[config.mk]
export PLATFORM = sky130hd
export DESIGN_NAME = fetch_unit
export DESIGN_NICKNAME = d
export VERILOG_FILES = /design/src/rtl/fetch_pkg.sv /design/src/rtl/fetch_fifo.sv /design/src/rtl/fetch_unit.sv
export SDC_FILE = /design/constraint.sdc
export NUM_CORES = 1
export LEC_CHECK = 0
export ABC_AREA = 1
export BUFFER_PORTS_ARGS = -buffer_cell sky130_fd_sc_hd__buf_2
export CORE_ASPECT_RATIO = 0.8
export CORE_MARGIN = 2
export CORE_UTILIZATION = 40
export DETAILED_ROUTE_END_ITERATION = 7
export PLACE_DENSITY = 0.57
export RECOVER_POWER = 50
export SKIP_LAST_GASP = 1
export SLEW_MARGIN = 20
export SYNTH_ARGS = -nofsm -noshare
export SYNTH_HDL_FRONTEND = slang
export SYNTH_SLANG_ARGS = --single-unit
[constraint.sdc]
create_clock -name clk -period 6.1 [get_ports clk]
set_clock_uncertainty 0.2 [all_clocks]
set_input_delay 0 -clock clk [delete_from_list [all_inputs] [get_ports clk]]
set_output_delay 0 -clock clk [all_outputs]
set_load 0.05 [all_outputs]
[src/rtl/fetch_pkg.sv]
// fetch_pkg: shared defaults and the instruction buffer entry type for the fetch unit.
package fetch_pkg;

    localparam logic [31:0] RESET_PC_DEFAULT   = 32'h0000_0000;
    localparam int unsigned FIFO_DEPTH_DEFAULT = 2;

    // One buffered instruction together with the address it was fetched from.
    typedef struct packed {
        logic [31:0] inst;
        logic [31:0] pc;
    } fetch_entry_t;

endpackage

[src/rtl/fetch_fifo.sv]
// fetch_fifo: small register-based instruction buffer with flush.
// Flush has priority over push/pop; a push into a full buffer is accepted only with a pop.
module fetch_fifo
    import fetch_pkg::*;
#(
    parameter int unsigned DEPTH = FIFO_DEPTH_DEFAULT
) (
    input  logic                       i_clk,
    input  logic                       i_reset,
    input  logic                       i_push,
    input  fetch_entry_t               i_wdata,
    input  logic                       i_pop,
    input  logic                       i_flush,
    output fetch_entry_t               o_rdata,
    output logic                       o_full,
    output logic                       o_empty,
    output logic [$clog2(DEPTH+1)-1:0] o_count
);

    localparam int unsigned AW = (DEPTH > 1) ? $clog2(DEPTH) : 1;
    localparam int unsigned CW = $clog2(DEPTH + 1);

    fetch_entry_t  r_mem [DEPTH];
    logic [AW-1:0] r_rd_ptr;
    logic [AW-1:0] r_wr_ptr;
    logic [CW-1:0] r_count;
    logic          w_push;
    logic          w_pop;

    function automatic logic [AW-1:0] ptr_inc(input logic [AW-1:0] p);
        return (p == AW'(DEPTH - 1)) ? '0 : p + 1'b1;
    endfunction

    assign w_pop   = i_pop && !o_empty;
    assign w_push  = i_push && (!o_full || w_pop);
    assign o_full  = (r_count == CW'(DEPTH));
    assign o_empty = (r_count == '0);
    assign o_count = r_count;
    assign o_rdata = r_mem[r_rd_ptr];

    // Storage, pointers and occupancy; clearing storage on reset keeps the head output at zero.
    always_ff @(posedge i_clk or posedge i_reset) begin
        if (i_reset) begin
            r_rd_ptr <= '0;
            r_wr_ptr <= '0;
            r_count  <= '0;
            for (int i = 0; i < int'(DEPTH); i++) begin
                r_mem[i] <= '0;
            end
        end else if (i_flush) begin
            r_rd_ptr <= '0;
            r_wr_ptr <= '0;
            r_count  <= '0;
        end else begin
            if (w_push) begin
                r_mem[r_wr_ptr] <= i_wdata;
                r_wr_ptr        <= ptr_inc(r_wr_ptr);
            end
            if (w_pop) begin
                r_rd_ptr <= ptr_inc(r_rd_ptr);
            end
            if (w_push && !w_pop) begin
                r_count <= r_count + 1'b1;
            end else if (!w_push && w_pop) begin
                r_count <= r_count - 1'b1;
            end
        end
    end

endmodule

[src/rtl/fetch_unit.sv]
// fetch_unit: in-order instruction fetch with a small buffer, redirect flush and response discard.
// Optional macro FETCH_MISALIGN_TRAP_EN adds a sticky misalign_trap output that halts fetching.
module fetch_unit
    import fetch_pkg::*;
#(
    parameter logic [31:0] RESET_PC   = RESET_PC_DEFAULT,
    parameter int unsigned FIFO_DEPTH = FIFO_DEPTH_DEFAULT
) (
    input  logic        clk,
    input  logic        reset,
    input  logic        redirect_valid,
    input  logic [31:0] redirect_pc,
    output logic        imem_req_valid,
    input  logic        imem_req_ready,
    output logic [31:0] imem_req_addr,
    input  logic        imem_rsp_valid,
    input  logic [31:0] imem_rsp_data,
    output logic        inst_valid,
    input  logic        inst_ready,
    output logic [31:0] inst,
    output logic [31:0] inst_pc
`ifdef FETCH_MISALIGN_TRAP_EN
    ,
    output logic        misalign_trap
`endif
);

    localparam int unsigned CW = $clog2(FIFO_DEPTH + 1);

    logic [31:0]   r_pc;
    logic [31:0]   r_rsp_pc;      // address of the next response that will be kept
    logic [CW-1:0] r_outstanding; // all in-flight requests, including those to discard
    logic [CW-1:0] r_discard;     // oldest in-flight requests whose responses are dropped
    logic [31:0]   w_redirect_pc;
    logic          w_trap;
    logic          w_req_fire;
    logic          w_rsp_drop;
    logic          w_push;
    logic          w_pop;
    logic          w_fifo_full;
    logic          w_fifo_empty;
    logic [CW-1:0] w_fifo_count;
    logic [CW-1:0] w_outstanding_d;
    logic [CW:0]   w_inflight;
    fetch_entry_t  w_wdata;
    fetch_entry_t  w_head;
    logic          w_unused;

`ifdef FETCH_MISALIGN_TRAP_EN
    logic r_trap;

    // Sticky trap on any misaligned redirect target; only reset clears it.
    always_ff @(posedge clk or posedge reset) begin
        if (reset) begin
            r_trap <= 1'b0;
        end else if (redirect_valid && (redirect_pc[1:0] != 2'b00)) begin
            r_trap <= 1'b1;
        end
    end

    assign w_redirect_pc = redirect_pc;
    assign w_trap        = r_trap;
    assign misalign_trap = r_trap;
    assign w_unused      = w_fifo_full;
`else
    assign w_redirect_pc = {redirect_pc[31:2], 2'b00};
    assign w_trap        = 1'b0;
    assign w_unused      = ^{w_fifo_full, redirect_pc[1:0]};
`endif

    // Occupancy plus in-flight requests bounds issue so every response always has a slot.
    assign w_inflight      = {1'b0, w_fifo_count} + {1'b0, r_outstanding};
    assign imem_req_valid  = !reset && !w_trap && (w_inflight < (CW + 1)'(FIFO_DEPTH));
    assign imem_req_addr   = r_pc;
    assign w_req_fire      = imem_req_valid && imem_req_ready;
    assign w_rsp_drop      = imem_rsp_valid && (r_discard != '0);
    assign w_push          = imem_rsp_valid && !w_rsp_drop && !redirect_valid;
    assign w_pop           = inst_valid && inst_ready && !redirect_valid;
    assign w_outstanding_d = r_outstanding + CW'(w_req_fire) - CW'(imem_rsp_valid);
    assign w_wdata         = '{inst: imem_rsp_data, pc: r_rsp_pc};

    assign inst_valid = !w_fifo_empty;
    assign inst       = w_head.inst;
    assign inst_pc    = w_head.pc;

    // Fetch PC, response address and request accounting; a redirect overrides everything else.
    always_ff @(posedge clk or posedge reset) begin
        if (reset) begin
            r_pc          <= RESET_PC;
            r_rsp_pc      <= RESET_PC;
            r_outstanding <= '0;
            r_discard     <= '0;
        end else begin
            r_outstanding <= w_outstanding_d;
            if (redirect_valid) begin
                r_pc      <= w_redirect_pc;
                r_rsp_pc  <= w_redirect_pc;
                r_discard <= w_outstanding_d;
            end else begin
                if (w_req_fire) begin
                    r_pc <= r_pc + 32'd4;
                end
                if (w_push) begin
                    r_rsp_pc <= r_rsp_pc + 32'd4;
                end
                if (w_rsp_drop) begin
                    r_discard <= r_discard - 1'b1;
                end
            end
        end
    end

    fetch_fifo #(
        .DEPTH (FIFO_DEPTH)
    ) u_fifo (
        .i_clk   (clk),
        .i_reset (reset),
        .i_push  (w_push),
        .i_wdata (w_wdata),
        .i_pop   (w_pop),
        .i_flush (redirect_valid),
        .o_rdata (w_head),
        .o_full  (w_fifo_full),
        .o_empty (w_fifo_empty),
        .o_count (w_fifo_count)
    );

endmodule

==> After elaboration in Yosys (flattened, before gate mapping) <==
Index checks and enable logic that the tools add are counted.
{ "op_classes": {"add_sub_neg": 10, "mul": 0, "div_mod_pow": 0, "n_lt_le_gt_ge": 4, "n_eq_ne": 1, "n_shift": 0, "mux": 21, "bitwise": 3, "n_reduce_logical": 29} }
{ "op_table": {"columns": ["op", "n"], "rows": [
  ["2-to-1 mux 64 bit", 4],
  ["bitwise mux 128 bit", 1],
  ["2-to-1 mux 32 bit", 4],
  ["adder 32 x 3 -> 32 bit, second input constant", 2],
  ["demux 64 bit (select 1 bit)", 1],
  ["logical AND 1 bit", 12],
  ["nonzero test 2 bit", 6],
  ["2-to-1 mux 2 bit", 5],
  ["logical NOT 1 bit", 7],
  ["2-to-1 mux 1 bit", 6],
  [">= comparator 2 bit, second input constant", 2],
  ["NOT 1 -> 2 bit", 2],
  ["subtractor 2 x 1 -> 2 bit, second input constant", 2],
  ["adder 2 x 2 -> 3 bit", 1],
  ["< comparator 3 x 2 -> 1 bit, second input constant", 1],
  ["nonzero test 3 bit", 1],
  ["adder 1 bit, second input constant", 2],
  ["adder 2 x 1 -> 2 bit", 1],
  ["adder 2 x 1 -> 2 bit, second input constant", 1],
  ["equality test 2 bit, second input constant", 1],
  ["logical NOT 2 bit", 1],
  ["< comparator 2 x 1 -> 1 bit, second input constant", 1],
  ["AND reduction 2 bit", 1],
  ["subtractor 2 x 1 -> 2 bit", 1],
  ["2 further kinds", 2]
]} }
{ "totals": {"reg_bits": 200, "latchBits": 0, "ramBits": 0, "rom_bits": 0, "inputBits": 70, "output_inout_bits": 98, "elab_cells": 79, "mem_count": 0} }

==> Depth between registers and ports, before layout <==
Gate-level depths: netlist (run 1).
{ "logic_depth": {"depth_word": 12, "mapped_depth": 14, "depth_no_buf": 14} }

==> Modules after synthesis <==
A second synthesis (run 1) with hierarchy kept.
{ "hier_totals": {"cells_unflattened": 1443, "area_unflattened_um2": 11023.1} }
{ "modules_own_cells": {"columns": ["module", "n_inst", "cells_each", "area_per_inst_um2", "seq_area_each_um2"], "rows": [
  ["fetch_fifo", 1, 725, 6402.4, 3303.2],
  ["fetch_unit", 1, 718, 4620.7, 1601.5]
]} }

==> Worst setup path after synthesis (run 1) <==
No wires, ideal clock.
{ "synth_timing": {"path_kind": "reg2reg", "from": "register u_fifo.r_count[0], in the netlist u_fifo.o_count[0]", "to": "register r_discard[1]", "setup_ps": 134, "arrival_time_ps": 2941, "t_required_ps": 5766, "setup_slack_ps": 2825, "path_stages_with_launch": 15, "path_buffers": 0, "synth_period_minus_slack_ps": 3275, "cell_sequence": "dfrtp_1 nand2_1 inv_1 fa_1 nor3_2 nand2_2 ha_1 inv_1 ha_1 xnor2_1 xnor2_1 nand2_1 o21ai_0 nand2_1 o21ai_0"} }
{ "synth_via": {"elab_chain_cells": 7} }
{ "synth_lines": {"columns": ["item", "line_no", "source"], "rows": [
  ["start: declaration", "fetch_fifo.sv:26", "logic [CW-1:0] r_count;"],
  ["start signal: assignment", "fetch_fifo.sv:63", "r_count <= r_count + 1'b1;"],
  ["start signal: assignment", "fetch_fifo.sv:65", "r_count <= r_count - 1'b1;"],
  ["adder 2 x 2 -> 3 bit", "fetch_unit.sv:72", "assign w_inflight = {1'b0, w_fifo_count} + {1'b0, r_outstanding};"],
  ["< comparator 3 x 2 -> 1 bit", "fetch_unit.sv:73", "assign imem_req_valid = !reset && !w_trap && (w_inflight < (CW + 1)'(FIFO_DEPTH));"],
  ["logical AND 1 bit", "fetch_unit.sv:73", null],
  ["via imem_req_valid", "fetch_unit.sv:13", "output logic imem_req_valid,"],
  ["logical AND 1 bit", "fetch_unit.sv:75", "assign w_req_fire = imem_req_valid && imem_req_ready;"],
  ["adder 2 x 1 -> 2 bit", "fetch_unit.sv:79", "assign w_outstanding_d = r_outstanding + CW'(w_req_fire) - CW'(imem_rsp_valid);"],
  ["subtractor 2 x 1 -> 2 bit", "fetch_unit.sv:79", null],
  ["via w_outstanding_d[1]", "fetch_unit.sv:43", "logic [CW-1:0] w_outstanding_d;"],
  ["2-to-1 mux 2 bit", "fetch_unit.sv:95", "if (redirect_valid) begin"],
  ["end signal: assignment", "fetch_unit.sv:98", "r_discard <= w_outstanding_d;"],
  ["end signal: assignment", "fetch_unit.sv:107", "r_discard <= r_discard - 1'b1;"],
  ["end: declaration", "fetch_unit.sv:33", "logic [CW-1:0] r_discard;"]
]} }
The timed path passes the listed nets, and every way through them passes these cells.
A chain may end at the register's enable or synchronous reset.

==> Final worst setup path (run 1) <==
{ "layout_timing": {"from": "register r_discard[0]", "to": "register u_fifo.r_mem[90] (netlist name)"} }
{ "layout_via": {"elab_chain_cells": 7} }
{ "layout_lines": {"columns": ["item", "line_no", "source"], "rows": [
  ["nonzero test 2 bit", "fetch_unit.sv:76", "assign w_rsp_drop = imem_rsp_valid && (r_discard != '0);"],
  ["logical AND 1 bit", "fetch_unit.sv:76", null],
  ["logical NOT 1 bit", "fetch_unit.sv:77", "assign w_push = imem_rsp_valid && !w_rsp_drop && !redirect_valid;"],
  ["logical AND 1 bit (2 in series)", "fetch_unit.sv:77", null],
  ["logical AND 1 bit", "fetch_fifo.sv:35", "assign w_push = i_push && (!o_full || w_pop);"],
  ["AND reduction 2 bit (no source line)", null, null],
  ["end signal: indexed assignment", "fetch_fifo.sv:56", "r_mem[r_wr_ptr] <= i_wdata;"],
  ["end: declaration", "fetch_fifo.sv:23", "fetch_entry_t r_mem [DEPTH];"]
]} }
No other way between the ends.

==> results.py, run 1 <==
metrics = {
    "sta": {
        "fin_crit_sh": 0.6816,
        "final.setup.tns_ns": 0,
        "hold_viol": 0,
        "final-setup-viol-count": 0,
        "rsz0062_at_grt": "false",
        "fin_ws_ns": 1.942,
        "tightestPinTransition_ns": 2.777,
        "slew_viol_final": 248,
        "period_needed_ns": 4.158,
        "relSlewSlack": -0.8551,
        "fmax_mhz": 240.5,
    },
    "drt": {
        "wirelength_um": 28380,
        "viasPerCell": 4.963,
        "drtIter0Drc": 841,
        "drtAntennaViolNets": 0,
        "drt_first_pass_iters": 5,
        "dr_total_vias": 9286,
        "post-route-drc-count": 0,
        "wl_per_cell_um": 15.17,
    },
    "synthesis": {
        "synthMuxAreaShare": 0,
        "synth_top_family_by_area": "simple AND/OR/NAND/NOR gates",
        "synth_xor_area_frac": 0.02033,
        "synth_warnings": 0,
        "ys_seq_elements": 192,
        "netlist_area_sq_um": 9907,
        "avgSynthCellArea_sq_um": 7.427,
        "synthArstFlopShare": 1.000,
        "yosys.area_share.adder": 0.008335,
        "yosys.area_share.simple": 0.2924,
        "syn_inst": 1334,
        "synth.distinct_cells": 36,
        "synth_flop_cell": "dfrtp_1",
        "synth_compound_gate_area_share": 0.1096,
        "yosysSeqAreaShare": 0.4850,
        "synth_edf_count": 0,
    },
    "layout": {
        "utilization": 0.4993,
        "final_common_cell": "nand2_1",
        "area_growth_pct": 22.53,
        "drive_gt1_frac": 0.1185,
        "nFillCells": 2479,
        "layout_common_cells": "nand2_1, dfrtp_1, inv_1, buf_2, o21ai_0",
        "multi_input_area_sq_um": 4267,
        "area.sequential_sq_um": 4806,
        "diodes": 0,
        "fin_area_sq_um": 12140,
        "layout.nets": 1616,
        "final-instance-count-excl-fill": 1871,
    },
    "outcome": {
        "violations": "capacitance limit, slew limit",
        "status": "complete, but fails checks",
    },
    "cts": {
        "cts.sinks": 192,
        "cts-htree-levels": 4,
        "cts_root_buffer": "clkbuf_16",
        "cts_setup_buffers": 0,
        "clockBufferDepth": 2,
        "clkLatencyLatePin_ns": 0.44,
        "cts-resized-gates": 0,
        "cts_hold_buf": 73,
        "cts_tree": "yes",
        "cts_buffers": 17,
        "path_clk_slew_ns": 0.08,
    },
    "power": {
        "leakage_nw": 6.183,
        "max-vdd-ir-drop_uv": 214.1,
        "power_density_nw_per_um2": 474.6,
    },
    "global_routing": {
        "grt_pass1_vias": 8696,
        "antenna_found_initial": 0,
        "overflow": 0,
        "grt_start_max_net_pins": 129,
        "grt_usage": 0.2220,
        "grt_pass1_wl_um": 46060,
    },
    "floorplan": {
        "fp.dieW_um": 180.0,
        "core_area_sq_um": 24310,
        "design.die.area_sq_um": 26050,
        "rows": 51,
        "chipHeight_um": 144.8,
        "io_pins": 168,
        "start_util": 0.4075,
    },
    "placement": {
        "hpwlAfterDp_um": 18990,
        "placed_cells": 1766,
        "placed_area_sq_um": 10880,
        "port_buffers": 161,
        "dpl_worst_slack_ns": 2.879,
        "gp_congestion": 0.8959,
    },
    "critical_path": {
        "crit_required_ns": 6.20,
        "crit_path_start_kind": "register",
        "worst-setup-path-type": "reg2reg",
        "crit_fanout": 58,
        "worst_ep_arrival_time_ns": 4.26,
        "crit_path_end_kind": "register",
    },
    "flow_run": {
        "max-cap-violations": 4,
    },
    "hold_path": {
        "min_path_type": "in2reg",
    },
}
registers in the layout, summed over array words and instances (netlist names):
register and count:
r_outstanding 2, u_fifo.o_count 2, imem_req_addr 30, u_fifo.r_rd_ptr 1
r_rsp_pc 30, u_fifo.r_mem 124, r_discard 2, u_fifo.r_wr_ptr 1
logic make-up (layout without fill, tap and decap cells):
| group | Yosys count | count (layout) |
|---|---|---|
| xor gates and xnor gates | 23 | 23 |
| DFF | 192 | 192 |
| AOI/OAI and AO/OA | 200 | 200 |
| and+or+nand+nor | 719 | 719 |
| buffers and inverters | 193 | 409 |
| adders and majority gates | 6 | 6 |
| other | 1 | 4 |
cells in the mapped netlist, types with 5 or more instances:
| library cell | number | share of area |
|---|---|---|
| a21oi_1 | 8 | 0.0040 |
| buf_2 | 11 | 0.0056 |
| buf_4 | 9 | 0.0068 |
| buf_6 | 8 | 0.0091 |
| clkbuf_1 | 26 | 0.0099 |
| dfrtp_1 | 192 | 0.48 |
| ha_1 | 5 | 0.0063 |
| inv_1 | 131 | 0.050 |
| nand2_1 | 539 | 0.20 |
| nand3_1 | 58 | 0.029 |
| nand4_1 | 12 | 0.0076 |
| nor2_1 | 73 | 0.028 |
| nor2_2 | 6 | 0.0038 |
| nor3_1 | 14 | 0.0071 |
| o211ai_1 | 19 | 0.014 |
| o21ai_0 | 106 | 0.054 |
| o21ai_1 | 54 | 0.027 |
| o21bai_1 | 5 | 0.0038 |
| xor2_1 | 20 | 0.018 |
power breakdown:
| part | total [mW] | switching (mW) | internal, mW |
|---|---|---|---|
| clock network | 1.16 | 0.566 | 0.589 |
| logic | 2.53 | 1.89 | 0.642 |
| registers | 2.08 | 0.320 | 1.76 |
| total | 5.76 | 2.77 | 2.99 |
stage by stage:
stage          power, mW  hold WS (ns)
2_1_floorplan      4.017      -0.09739
3_3_place_gp       4.576       0.06329
3_5_place_dp       4.615       0.06519
4_1_cts            5.819        0.1478
5_1_grt            6.162        0.1609
6_report           5.761        0.1597
routing by layer:
layer,vias to the layer above,part of all wire,global-route usage
li1,4604,-,-
met1,4391,0.51,0.3316
met2,254,0.43,0.3307
met3,37,0.048,0.03679
met4,0,0.017,0.06461
met5,-,0,0
worst max-delay path: stages (launching register included):
cell     delay [ns]
dfrtp_1        0.38
inv_1          0.07
ha_1           0.16
nand2_1        0.10
nor2_1         1.19
nand2_1        0.22
or2_0          0.85
buf_4          0.57
nand2_1        0.14
o21ai_0        0.08
final timing paths:
| path | startpoint | to | slack [ns] | depth (start not counted) |
|---|---|---|---|---|
| setup / recovery | r_discard[0] | u_fifo.r_mem[90] | 1.94 | 9 |
| hold / removal | imem_rsp_data[18] | u_fifo.r_mem[114] | 0.16 | 4 |
| setup reg to reg | r_discard[0] | u_fifo.r_mem[90] | 1.94 | 9 |
| hold reg to reg | u_fifo.r_mem[93] | u_fifo.r_mem[93] | 0.28 | 2 |
| max in group asynchronous | reset | r_rsp_pc[29] | 2.23 | 4 |
| min in group asynchronous | reset | u_fifo.o_count[1] | 0.82 | 3 |
area by class of cell:
| cell class | instances | area share |
|---|---|---|
| sequential | 192 | 0.3959 |
| clock inverter | 14 | 0.01422 |
| tap | 318 | 0.03278 |
| clock buffer | 18 | 0.03535 |
| multi-input combinational | 952 | 0.3515 |
| inverter | 135 | 0.04205 |
| timing repair buffer | 242 | 0.1282 |
Note: power is estimated with default switching activity, not from simulation.
==> inputs of run 2 (changes only) <==
==> constraint.sdc (replaced) <==
create_clock -name clk -period 4.3 [get_ports clk]
set_clock_uncertainty 0.2 [all_clocks]
set_input_delay 0 -clock clk [delete_from_list [all_inputs] [get_ports clk]]
set_output_delay 0 -clock clk [all_outputs]
set_load 0.05 [all_outputs]
==> results.py, run 2 (synthesized netlist as in run 1, its figures left out) <==
metrics = {
    "power": {
        "internal_power_mw": 4.226,
        "power_density_nw_per_um2": 672.1,
        "leakage_nw": 6.147,
        "p_clk_frac": 0.199,
        "power.share.switching": 0.4804,
        "finalPower_mw": 8.132,
        "combPwrFrac": 0.439,
        "max-vdd-ir-drop_uv": 270.6,
        "p_sw_mw": 3.907,
        "power_frac_seq": 0.362,
    },
    "floorplan": {
        "core_area_sq_um": 24310,
        "chipHeight_um": 144.8,
        "start_util": 0.4075,
        "fp.dieW_um": 180.0,
        "design.die.area_sq_um": 26050,
        "io_pins": 168,
        "rows": 51,
    },
    "layout": {
        "layout.nets": 1614,
        "multi_input_area_sq_um": 4274,
        "area_growth_pct": 22.13,
        "layout_common_cells": "nand2_1, dfrtp_1, inv_1, buf_2, o21ai_0",
        "largest_register_ffs": 124,
        "fin_area_sq_um": 12100,
        "area.sequential_sq_um": 4806,
        "diodes": 0,
        "largest_register": "u_fifo.r_mem",
        "nFillCells": 2505,
        "final_common_cell": "nand2_1",
        "drive_gt1_frac": 0.1167,
    },
    "placement": {
        "hpwlAfterDp_um": 18770,
        "port_buffers": 161,
        "placed_area_sq_um": 10900,
        "dpl_worst_slack_ns": 1.444,
        "gp_congestion": 0.8965,
    },
    "hold_path": {
        "min_path_type": "in2reg",
        "hp-start": "imem_rsp_data[20]",
    },
    "cts": {
        "path_clk_slew_ns": 0.08,
        "cts_setup_buffers": 0,
        "cts.sinks": 192,
        "clkLatencyLatePin_ns": 0.45,
        "cts-htree-levels": 4,
        "cts_buffers": 17,
        "cts_root_buffer": "clkbuf_16",
        "clockBufferDepth": 2,
        "cts_tree": "yes",
    },
    "sta": {
        "relSlewSlack": -0.6785,
        "whs_ns": 0.1473,
        "fin_crit_sh": 0.7221,
        "tightestPinTransition_ns": 2.518,
        "rsz0062_at_grt": "false",
        "fin_ws_ns": 1.195,
        "hold_viol": 0,
        "period_needed_ns": 3.105,
        "fmax_mhz": 322.0,
        "slew_viol_final": 242,
        "final-setup-viol-count": 0,
        "final.setup.tns_ns": 0,
    },
    "flow_run": {
        "max-cap-violations": 3,
    },
    "critical_path": {
        "crit_path_end_kind": "output port",
        "worstReg2RegStart": "u_fifo.o_count[0]",
        "crit_fanout": 47,
        "crit_required_ns": 4.10,
        "worst-setup-path-type": "reg2out",
        "cp_top_family": "buffers and inverters",
        "slowest_stage": "inv_1",
        "path_cells": "inv_1 -> buf_4 -> nand2_1 -> nand2_1 -> buf_2",
        "crit_path_start_kind": "register",
        "crit_start": "u_fifo.r_rd_ptr",
        "cpMostUsedCell": "nand2_1",
        "critPathBufInv": 3,
        "worst_ep_arrival_time_ns": 2.91,
        "cp_slowest_stage_delay_ns": 1.18,
    },
    "global_routing": {
        "grt_usage": 0.2159,
        "antenna_found_initial": 0,
        "overflow": 0,
        "grt_pass1_vias": 8410,
        "grt_pass1_wl_um": 44770,
        "grt_start_max_net_pins": 149,
    },
    "drt": {
        "drtAntennaViolNets": 0,
        "wirelength_um": 27890,
        "viasPerCell": 4.884,
        "drt_first_pass_iters": 5,
        "wl_per_cell_um": 14.92,
        "dr_total_vias": 9129,
        "drtIter0Drc": 768,
        "post-route-drc-count": 0,
    },
    "outcome": {
        "violations": "capacitance limit, slew limit",
        "status": "complete, but fails checks",
    },
}
[run 2: final timing paths]
check / endpoint / slack [ns] / cells past startpoint
worst max-delay path: inst_pc[13] / 1.19 / 5
max in group asynchronous: r_rsp_pc[26] / 1.57 / 4
min in group asynchronous: u_fifo.r_mem[73] / 0.69 / 4
worst max register to register: r_discard[1] / 1.31 / 14
worst min register to register: u_fifo.r_mem[93] / 0.28 / 2
worst min-delay path: u_fifo.r_mem[116] / 0.15 / 4
[run 2: worst min-delay path, cell delays in order]
cell           delay [ns]
dlygate4sd3_1        0.52
buf_2                0.09
inv_1                0.04
o21ai_1              0.11
[run 2: per-stage QoR]
stage               utilization  cells
finish                   0.4977   1869
global placement         0.4483   1768
floorplan                     -   1337
CTS                      0.5011   1869
global route             0.4977   1869
detailed placement       0.4483   1768
[run 2: layout make-up]
| type | count | share of cell area |
|---|---|---|
| clock inverter | 15 | 0.01386 |
| timing repair buffer | 240 | 0.1256 |
| tap | 318 | 0.03289 |
| sequential | 192 | 0.3972 |
| inverter | 135 | 0.04199 |
| multi-input combinational | 952 | 0.3533 |
| clock buffer | 17 | 0.03516 |
[run 2: layer usage]
| metal | vias up | GRT usage | part of all wire |
|---|---|---|---|
| li1 | 4613 | - | - |
| met1 | 4255 | 0.3159 | 0.50 |
| met2 | 239 | 0.3366 | 0.44 |
| met3 | 22 | 0.03228 | 0.049 |
| met4 | 0 | 0.05434 | 0.0086 |
| met5 | - | 0 | 0 |
[run 2: power by group through the flow]
stage | registers, mW | logic, mW | clock network, mW
finish | 2.94 | 3.57 | 1.62
global route | 3.03 | 3.93 | 1.72
CTS | 2.93 | 3.65 | 1.66
detailed placement | 2.96 | 3.59 | 0
global placement | 2.95 | 3.55 | 0
floorplan | 3.09 | 2.61 | 0
[run 2: timing repair]
item	CTS	global route
setup endpoints to repair	0	0
resized for setup	0	0
endpoints found under the hold margin	324	0
hold buffers	69	0
